--- config.mk ---
export PLATFORM = sky130hd
export DESIGN_NAME = bp_tlb_sa
export DESIGN_NICKNAME = d
export VERILOG_FILES = /design/src/rtl/bp_tlb_sa.sv
export SDC_FILE = /design/constraint.sdc
export NUM_CORES = 1
export LEC_CHECK = 0
export CAP_MARGIN = 20
export CORE_MARGIN = 1.5
export CORE_UTILIZATION = 40
export CTS_BUF_LIST = sky130_fd_sc_hd__clkbuf_4 sky130_fd_sc_hd__clkbuf_8
export DETAILED_ROUTE_END_ITERATION = 6
export SKIP_CTS_REPAIR_TIMING = 1
export SLEW_MARGIN = 20
export SYNTH_ARGS = -nofsm -noshare
export SYNTH_HDL_FRONTEND = slang
export SYNTH_SLANG_ARGS = --single-unit
--- constraint.sdc ---
create_clock -name clk_i -period 28.5 [get_ports clk_i]
set_input_delay 2.85 -clock clk_i [delete_from_list [all_inputs] [get_ports clk_i]]
set_output_delay 2.85 -clock clk_i [all_outputs]
set_load 0.01 [all_outputs]
--- src/rtl/bp_tlb_sa.sv ---
// bp_tlb_sa: set-associative ASID-tagged TLB with global pages, deterministic fill replacement and a set-walking flush engine.
// Optional feature: define BP_TLB_SA_PERF_EN to add saturating hit/miss lookup counters.
module bp_tlb_sa #(
   parameter int sets_p        = 4,
   parameter int ways_p        = 2,
   parameter int vtag_width_p  = 27,
   parameter int ptag_width_p  = 28,
   parameter int asid_width_p  = 8,
   parameter int entry_width_p = 36
) (
   input  logic                     clk_i,
   input  logic                     reset_i,
   input  logic                     translation_en_i,
   input  logic [asid_width_p-1:0]  asid_i,
   input  logic                     v_i,
   input  logic                     w_i,
   input  logic [vtag_width_p-1:0]  vtag_i,
   input  logic [entry_width_p-1:0] entry_i,
   input  logic                     g_i,
   input  logic                     flush_v_i,
   input  logic                     flush_asid_only_i,
   input  logic [asid_width_p-1:0]  flush_asid_i,
   output logic                     ready_o,
   output logic                     v_o,
   output logic [entry_width_p-1:0] entry_o,
   output logic                     miss_v_o,
   output logic [vtag_width_p-1:0]  miss_vtag_o
`ifdef BP_TLB_SA_PERF_EN
   ,
   output logic [31:0]              hit_count_o,
   output logic [31:0]              miss_count_o
`endif
);
   localparam int idx_w_lp = (sets_p > 1) ? $clog2(sets_p) : 1;
   localparam int way_w_lp = (ways_p > 1) ? $clog2(ways_p) : 1;

   typedef enum logic {IDLE, FLUSH} state_e;

   logic [ways_p-1:0]        valid_q [sets_p];
   logic                     g_q     [sets_p][ways_p];
   logic [asid_width_p-1:0]  asid_q  [sets_p][ways_p];
   logic [vtag_width_p-1:0]  tag_q   [sets_p][ways_p];
   logic [entry_width_p-1:0] data_q  [sets_p][ways_p];
   logic [way_w_lp-1:0]      rr_q    [sets_p];

   state_e                   state_q;
   logic [idx_w_lp-1:0]      cnt_q;
   logic                     fl_asid_only_q;
   logic [asid_width_p-1:0]  fl_asid_q;
   logic                     v_q, miss_q;
   logic [entry_width_p-1:0] entry_q;
   logic [vtag_width_p-1:0]  miss_vtag_q;

   logic [idx_w_lp-1:0]      idx;
   logic                     ready, flush_acc, lookup, fill;
   logic [ways_p-1:0]        hit;
   logic                     any_hit, evict;
   logic [way_w_lp-1:0]      hit_way, inv_way, fill_way;
   logic [entry_width_p-1:0] hit_entry, pass_entry;

   assign idx        = (sets_p > 1) ? idx_w_lp'(vtag_i) : '0;
   assign ready      = (state_q == IDLE);
   assign flush_acc  = flush_v_i & ready;
   assign lookup     = v_i & ready & ~flush_v_i & ~w_i;
   assign fill       = v_i & ready & ~flush_v_i & w_i & translation_en_i;
   assign pass_entry = entry_width_p'(ptag_width_p'(vtag_i));

   assign ready_o     = ready;
   assign v_o         = v_q;
   assign miss_v_o    = miss_q;
   assign entry_o     = entry_q;
   assign miss_vtag_o = miss_vtag_q;

   // Tag match in the indexed set; lowest hitting/invalid way wins, else round-robin victim
   always_comb begin
      hit       = '0;
      hit_way   = '0;
      inv_way   = '0;
      hit_entry = '0;
      for (int w = ways_p - 1; w >= 0; w--) begin
         hit[w] = valid_q[idx][w] & (tag_q[idx][w] == vtag_i) & (g_q[idx][w] | (asid_q[idx][w] == asid_i));
         if (hit[w]) begin
            hit_way   = way_w_lp'(w);
            hit_entry = data_q[idx][w];
         end
         if (!valid_q[idx][w]) inv_way = way_w_lp'(w);
      end
      any_hit  = |hit;
      evict    = ~any_hit & (&valid_q[idx]);
      fill_way = any_hit ? hit_way : evict ? rr_q[idx] : inv_way;
   end

   // Entry payload storage; only valid bits need reset
   always_ff @(posedge clk_i) begin
      if (fill) begin
         tag_q[idx][fill_way]  <= vtag_i;
         asid_q[idx][fill_way] <= asid_i;
         g_q[idx][fill_way]    <= g_i;
         data_q[idx][fill_way] <= entry_i;
      end
   end

   // Valid bits, replacement pointers, flush FSM and registered lookup results
   always_ff @(posedge clk_i) begin
      if (reset_i) begin
         for (int s = 0; s < sets_p; s++) begin
            valid_q[s] <= '0;
            rr_q[s]    <= '0;
         end
         state_q        <= IDLE;
         cnt_q          <= '0;
         fl_asid_only_q <= 1'b0;
         fl_asid_q      <= '0;
         v_q            <= 1'b0;
         miss_q         <= 1'b0;
         entry_q        <= '0;
         miss_vtag_q    <= '0;
      end else begin
         v_q    <= lookup & (~translation_en_i | any_hit);
         miss_q <= lookup & translation_en_i & ~any_hit;
         if (lookup) begin
            miss_vtag_q <= vtag_i;
            entry_q     <= translation_en_i ? hit_entry : pass_entry;
         end
         if (fill) begin
            valid_q[idx][fill_way] <= 1'b1;
            if (evict) rr_q[idx] <= (rr_q[idx] == way_w_lp'(ways_p - 1)) ? '0 : rr_q[idx] + 1'b1;
         end
         if (state_q == IDLE) begin
            if (flush_acc) begin
               state_q        <= FLUSH;
               cnt_q          <= '0;
               fl_asid_only_q <= flush_asid_only_i;
               fl_asid_q      <= flush_asid_i;
            end
         end else begin
            for (int w = 0; w < ways_p; w++)
               if (~fl_asid_only_q | (~g_q[cnt_q][w] & (asid_q[cnt_q][w] == fl_asid_q)))
                  valid_q[cnt_q][w] <= 1'b0;
            if (~fl_asid_only_q) rr_q[cnt_q] <= '0;
            cnt_q <= cnt_q + 1'b1;
            if (cnt_q == idx_w_lp'(sets_p - 1)) state_q <= IDLE;
         end
      end
   end

`ifdef BP_TLB_SA_PERF_EN
   logic [31:0] hit_cnt_q, miss_cnt_q;
   assign hit_count_o  = hit_cnt_q;
   assign miss_count_o = miss_cnt_q;

   // Saturating counts of accepted lookups, passthrough lookups counting as hits
   always_ff @(posedge clk_i) begin
      if (reset_i) begin
         hit_cnt_q  <= '0;
         miss_cnt_q <= '0;
      end else begin
         if (lookup & (~translation_en_i | any_hit) & (hit_cnt_q != '1)) hit_cnt_q <= hit_cnt_q + 1'b1;
         if (lookup & translation_en_i & ~any_hit & (miss_cnt_q != '1)) miss_cnt_q <= miss_cnt_q + 1'b1;
      end
   end
`endif

endmodule

==> results.cfg, run 1 <==
[setup_path]
crit_path_frequent_cell = buf_4
startpoint_type = input pin
r2r_cells = 8
crit_buf_inv = 3
cp_slowest_cell = and4bb_2
slowest_delay_ns = 1.01
end_kind = flip-flop
path_delay_family = simple AND/OR/NAND/NOR gates
required_ns = 28.80
crit_start = vtag_i[1]
rr_endpoint = tag_q[0][46]
crit_type = in2reg
cp_max_fo = 97
worst_ep_arrival_time_ns = 8.59
r2r-start = asid_q[2][9]
worstPathCellList = clkbuf_8 > buf_4 > mux2i_1 > xnor2_1 > or4_1 > nand2_1 > nand4_1 > and4bb_2 > o21bai_2 > nor3_4 > buf_4
rrSetupSlack_ns = 23.44

[sta]
max_clock_freq_ghz = 0.1207
rsz0062_at_grt = no
report.final.hold_viol_count = 0
tightest_slew_ns = 1.032
holdWs_ns = 0.4584
slew_headroom = 0.3118
maxSlewViolCount = 0
skew_ns = 0.06545
period_needed_ns = 8.286
setup_viol = 0
fin_setup_tns_ns = 0
period_share = 0.2907

[floorplan]
fp-row-count = 94
ios = 153
fp.dieH_um = 262.3
core_um2 = 66220
die_area_um2 = 68820
start_util = 0.4063
chipWidth_um = 262.3

[pwr]
power.switching_uw = 455.3
p_per_area_nw_per_um2 = 64.46
combPwrFrac = 0.060
swShare = 0.2225
pwr-share-clk = 0.414
vdd.ir_drop.worst_v = 0.00003815
intPower_mw = 1.590
p_leak_nw = 10.22
p_seq_frac = 0.526

[yosys]
post_synth_num_cell_types = 73
yosysWarnings = 0
synth_mux_area_frac = 0.1348
synth_top_family_by_area = multiplexers
synth_edf_count = 588
synth_nets = 1624
synth-compound-area-share = 0.04771
async_flop_share = 0
ys_seq_elements = 667
synth-seq-area-share = 0.7151
synth-simple-area-share = 0.05692
synth_area_per_cell_um2 = 17.52
synthFlopType = edfxtp_1
syn_inst = 1536
mappedNetlistArea_um2 = 26900
synth_xor_area_frac = 0.02539
synth_fa_ha_area_frac = 0.0004651

[placement]
portBuffers = 152
dp_hpwl_mm = 38.83
dp_cells = 2507
gp_congestion = 0.8089

[layout]
drive_gt1_frac = 0.2170
seq_area_um2 = 19240
fin_nets = 1840
multi_input_area_um2 = 7208
fill_cells = 5591
instances_no_fill = 2708
syn2layout_area_growth_pct = 17.96

[global_route]
track_usage = 0.1911
grt_pass1_vias = 15894
grt_antenna_before_repair = 4
overflow = 0
grt_max_degree = 98
grt_pass1_wl_mm = 98.89

[route]
wl_mm = 65.33
wl_per_cell_um = 24.13
vias_per_cell = 5.528
first_pass_iters = 5
num_vias = 14971
ant_nets = 0
drt-initial-drc-count = 1059
drc = 0

[flow_run]
max_cap_viol_count = 0

[min_path]
hold_start = miss_vtag_o[16]
min_to = miss_vtag_o[16]
holdCritPathClass = reg2reg
holdPathStages = 2

[cts]
cts.clk_slew.worst_paths_ns = 0.06
cts.sinks = 667
cts_max_level = 3
worst_skew_pair.late_latency_ns = 0.72
tritoncts = built
clockRootBuffer = clkbuf_8
clockBufferDepth = 3
cts_buffers = 106

[outcome]
status = complete, no violations
## routing by layer
| layer | vias to the layer above | global-route usage | part of all wire |
|---|---|---|---|
| li1 | 6619 | - | - |
| met1 | 7749 | 0.2575 | 0.43 |
| met2 | 519 | 0.3148 | 0.49 |
| met3 | 84 | 0.04189 | 0.068 |
| met4 | 0 | 0.05060 | 0.018 |
| met5 | - | 0 | 0 |
## how the worst max path moves through the flow
| stage | slack (ns) | cells after the start | end |
|---|---|---|---|
| 5_1_grt | 19.85 | 11 | data_q[0][57] |
| 3_3_place_gp | 18.99 | 11 | data_q[0][60] |
| 6_report | 20.21 | 11 | tag_q[0][46] |
| 2_1_floorplan | 16.33 | 10 | asid_q[0][0] |
| 4_1_cts | 19.62 | 11 | tag_q[0][31] |
| 3_5_place_dp | 18.87 | 11 | data_q[0][60] |
## power groups by stage
stage	logic (mW)	registers, mW	clock network, mW
3_5_place_dp	0.124	1.10	0
4_1_cts	0.125	1.07	0.866
6_report	0.123	1.08	0.847
2_1_floorplan	0.0681	1.10	0
5_1_grt	0.134	1.08	0.909
3_3_place_gp	0.123	1.10	0
## cells in the mapped netlist, drive strengths merged, types with 39 or more instances
cell type / number / area (µm²)
edfxtp: 588 / 17660
mux4: 135 / 3044
nand2: 105 / 394.1
dfxtp: 79 / 1582
mux2i: 56 / 560.5
a31oi: 54 / 337.8
nand3: 54 / 270.3
clkbuf: 53 / 200.2
a21oi: 49 / 245.2
buf: 40 / 294.0
xnor2: 39 / 341.6
xor2: 39 / 341.6
## state kept, by name, indices dropped and copies added, names as in the netlist, 2 cells and up, named ones only
signal and count:
data_q 288, tag_q 216, valid_q 8, fl_asid_q 8, miss_vtag_o 27, asid_q 64, rr_q 4, g_q 8
cnt_q 2, entry_o 36
## worst register-to-register path, cell delays in order, from the launching register on
cell	delay, ns
edfxtp_1	0.39
mux4_2	0.48
xor2_1	0.15
nor4_1	0.42
a21o_1	0.30
and4bb_2	0.95
o21bai_2	0.45
nor3_4	0.65
buf_4	0.88
## final cells by class
cell class	instances	area share
flip-flops and latches	667	0.6062
clock inverters	36	0.008949
multi-input cells	767	0.2271
diodes	1	0.00007885
repair buffers	201	0.06012
inverters	9	0.001064
well taps	864	0.03406
clock buffers	163	0.06241
## layout by cell type (no fill, tap or decap), types with 7 or more instances in the layout
cell	instances
edfxtp_1	588
clkdlybuf4s50_1	148
mux4_2	134
clkbuf_8	122
nand2_1	105
dfxtp_1	79
mux2i_1	56
a31oi_1	54
nand3_1	54
a21oi_1	49
buf_4	48
clkbuf_4	42
xor2_1	39
xnor2_1	39
nor2b_1	31
o21ai_0	30
nor2_1	19
nand4_1	17
clkinv_2	15
nor3_1	11
clkinv_1	11
inv_1	9
or3_1	8
nor4_1	8
o211ai_1	7
## cells by family after synthesis
family                     Yosys count
muxes                              193
xor gates and xnor gates            78
DFF                                667
buffers and inverters              102
AOI/OAI and AO/OA                  198
adders and majority gates            1
and+or+nand+nor                    297
## through the flow
| stage | setup slack [ns] | power, mW | utilization | instance area [µm²] |
|---|---|---|---|---|
| final | 20.21 | 2.046 | 0.4793 | 31740 |
| after global routing | 19.85 | 2.118 | 0.4793 | 31730 |
| after CTS | 19.62 | 2.066 | 0.4787 | 31700 |
| after detailed placement | 18.87 | 1.220 | 0.4445 | 29430 |
| after global placement | 18.99 | 1.218 | 0.4444 | 29430 |
| after floorplan | 16.33 | 1.164 | - | 26900 |
Power figures use the tool's default switching activity.
==> run 2, diff against run 1 <==
- clock period: 28.5 -> 7.4 ns (I/O delays scaled with it)
==> run 2 against run 1 <==
Utilization shrank 0.18 points. Sequential share of layout area up 0.23 points. Combinational power rose to 3.8 times the previous value. Critical endpoint is now data_q[1][64]. Highest routed layer unchanged.
==> results.cfg, run 2 (synthesis gave the netlist of run 1 again) <==
[outcome]
status = complete, no violations

[placement]
placed_area_um2 = 29420
gp_congestion = 0.8397
dp_hpwl_mm = 38.51
portBuffers = 152

[global_route]
grt_antenna_before_repair = 2
grt_pass1_vias = 15778
grt_pass1_wl_mm = 99.84
track_usage = 0.1931
overflow = 0
grt_max_degree = 105

[sta]
period_share = 0.6716
report.final.hold_viol_count = 0
slew_headroom = 0.3048
skew_ns = 0.04367
period_needed_ns = 4.970
max_clock_freq_ghz = 0.2012
setup_viol = 0
tightest_slew_ns = 1.043
rsz0062_at_grt = no
maxSlewViolCount = 0

[layout]
largest_register_ffs = 288
regMostFlops = data_q
drive_gt1_frac = 0.2125
fin_nets = 1833
fill_cells = 5576
postLayoutCellArea_um2 = 31620
reg_top3 = data_q x288, tag_q x216, asid_q x64
final_util = 0.4775
layout_commonest_cell = edfxtp_1
final_cell_mix = edfxtp_1 (588), clkdlybuf4s50_1 (148), mux4_2 (134)
syn2layout_area_growth_pct = 17.51

[cts]
cts_buffers = 107
clockRootBuffer = clkbuf_8
tritoncts = built
cts_max_level = 3
cts.sinks = 667
worst_skew_pair.late_latency_ns = 0.71
cts.clk_slew.worst_paths_ns = 0.06
clockBufferDepth = 3

[floorplan]
ios = 153
start_util = 0.4063
fp.dieH_um = 262.3
core_um2 = 66220
die_area_um2 = 68820
fp-row-count = 94
chipWidth_um = 262.3

[setup_path]
startpoint_type = input pin
path_delay_family = buffers and inverters
required_ns = 7.76
crit_path_frequent_cell = buf_4
slowest_delay_ns = 0.63
crit_type = in2reg
cp_max_fo = 104
cp_slowest_cell = buf_8
worstPathCellList = buf_8 > buf_4 > mux2i_1 > nor2_1 > o21ai_0 > o2111ai_1 > nor4_1 > and4bb_2 > buf_4 > o21bai_2 > nor3_4 > buf_12
worst_ep_arrival_time_ns = 5.33
crit_buf_inv = 4
end_kind = flip-flop

[pwr]
p_leak_nw = 10.14
vdd.ir_drop.worst_v = 0.0001755
combPwrFrac = 0.061
intPower_mw = 6.055
p_seq_frac = 0.532
pwr-share-clk = 0.407
p_per_area_nw_per_um2 = 246.1
swShare = 0.2217
power.switching_mw = 1.725

[route]
ant_nets = 0
drc = 0
num_vias = 15075
first_pass_iters = 5
wl_mm = 66.16
wl_per_cell_um = 24.50
drt-initial-drc-count = 1154
vias_per_cell = 5.583

[min_path]
holdCritPathClass = reg2reg

[flow_run]
max_cap_viol_count = 0
==> run 2: cell count changes in the layout (fill, tap and decap cells not counted), sizes merged <==
| cell | previous run | this run |
|---|---|---|
| inv | 15 | 11 |
| clkinvlp | 2 | 3 |
| clkinv | 26 | 24 |
| buf | 52 | 45 |
| bufinv | 2 | 0 |
| clkbuf | 164 | 170 |
==> run 2: worst paths after layout <==
| check | startpoint | end | depth (start not counted) | slack (ns) |
|---|---|---|---|---|
| setup / recovery | vtag_i[1] | data_q[1][64] | 12 | 2.43 |
| hold / removal | miss_vtag_o[21] | miss_vtag_o[21] | 2 | 0.46 |
| setup reg to reg | asid_q[3][15] | data_q[1][64] | 9 | 3.17 |
| hold reg to reg | miss_vtag_o[21] | miss_vtag_o[21] | 2 | 0.46 |
==> run 2: stage by stage <==
step           cells  power [mW]  worst slack, ns  TNS (ns)  hold slack (ns)
3_5_place_dp    2500       4.697            1.533         0           0.4490
3_3_place_gp    2500       4.689            1.653         0           0.4437
5_1_grt         2700       8.044            2.211         0           0.4650
2_1_floorplan   1536       4.481           -2.659   -477.00           0.4714
6_report        2700       7.780            2.430         0           0.4568
4_1_cts         2699       7.863            2.287         0           0.4571
==> run 2: worst register-to-register path, cell delays in order (launching register included) <==
cell and delay (ns):
edfxtp_1 0.38, mux4_2 0.50, xor2_1 0.16, nor4_1 0.37, a21o_1 0.29, and4bb_2 0.25
buf_4 0.46, o21bai_2 0.37, nor3_4 0.62, buf_12 0.45
==> run 2: power by group through the flow <==
stage	clock network, mW	registers [mW]	logic [mW]
after global routing	3.39	4.14	0.511
after CTS	3.24	4.14	0.480
after global placement	0	4.22	0.471
after detailed placement	0	4.22	0.478
final	3.17	4.14	0.473
after floorplan	0	4.22	0.263
==> run 2: layout make-up <==
class / instances / area [µm²] / share of cell area
tap: 864 / 1081 / 0.03419
timing repair buffer: 193 / 1867 / 0.05905
sequential: 667 / 19240 / 0.6085
clock inverter: 29 / 170.2 / 0.005382
clock buffer: 170 / 2014 / 0.06372
inverter: 9 / 33.78 / 0.001069
multi-input combinational: 767 / 7208 / 0.2280
antenna: 1 / 2.502 / 0.00007915
==> run 2: layer usage <==
layer  vias up  global-route usage  routed length [µm]  part of all wire
met1      7826              0.2650               29090              0.44
met4         0             0.05657                1421             0.021
met2       523              0.3125               31550              0.48
met3       119             0.03917                4100             0.062
li1       6607                   -                   -                 -
met5         -                   0                   0                 0
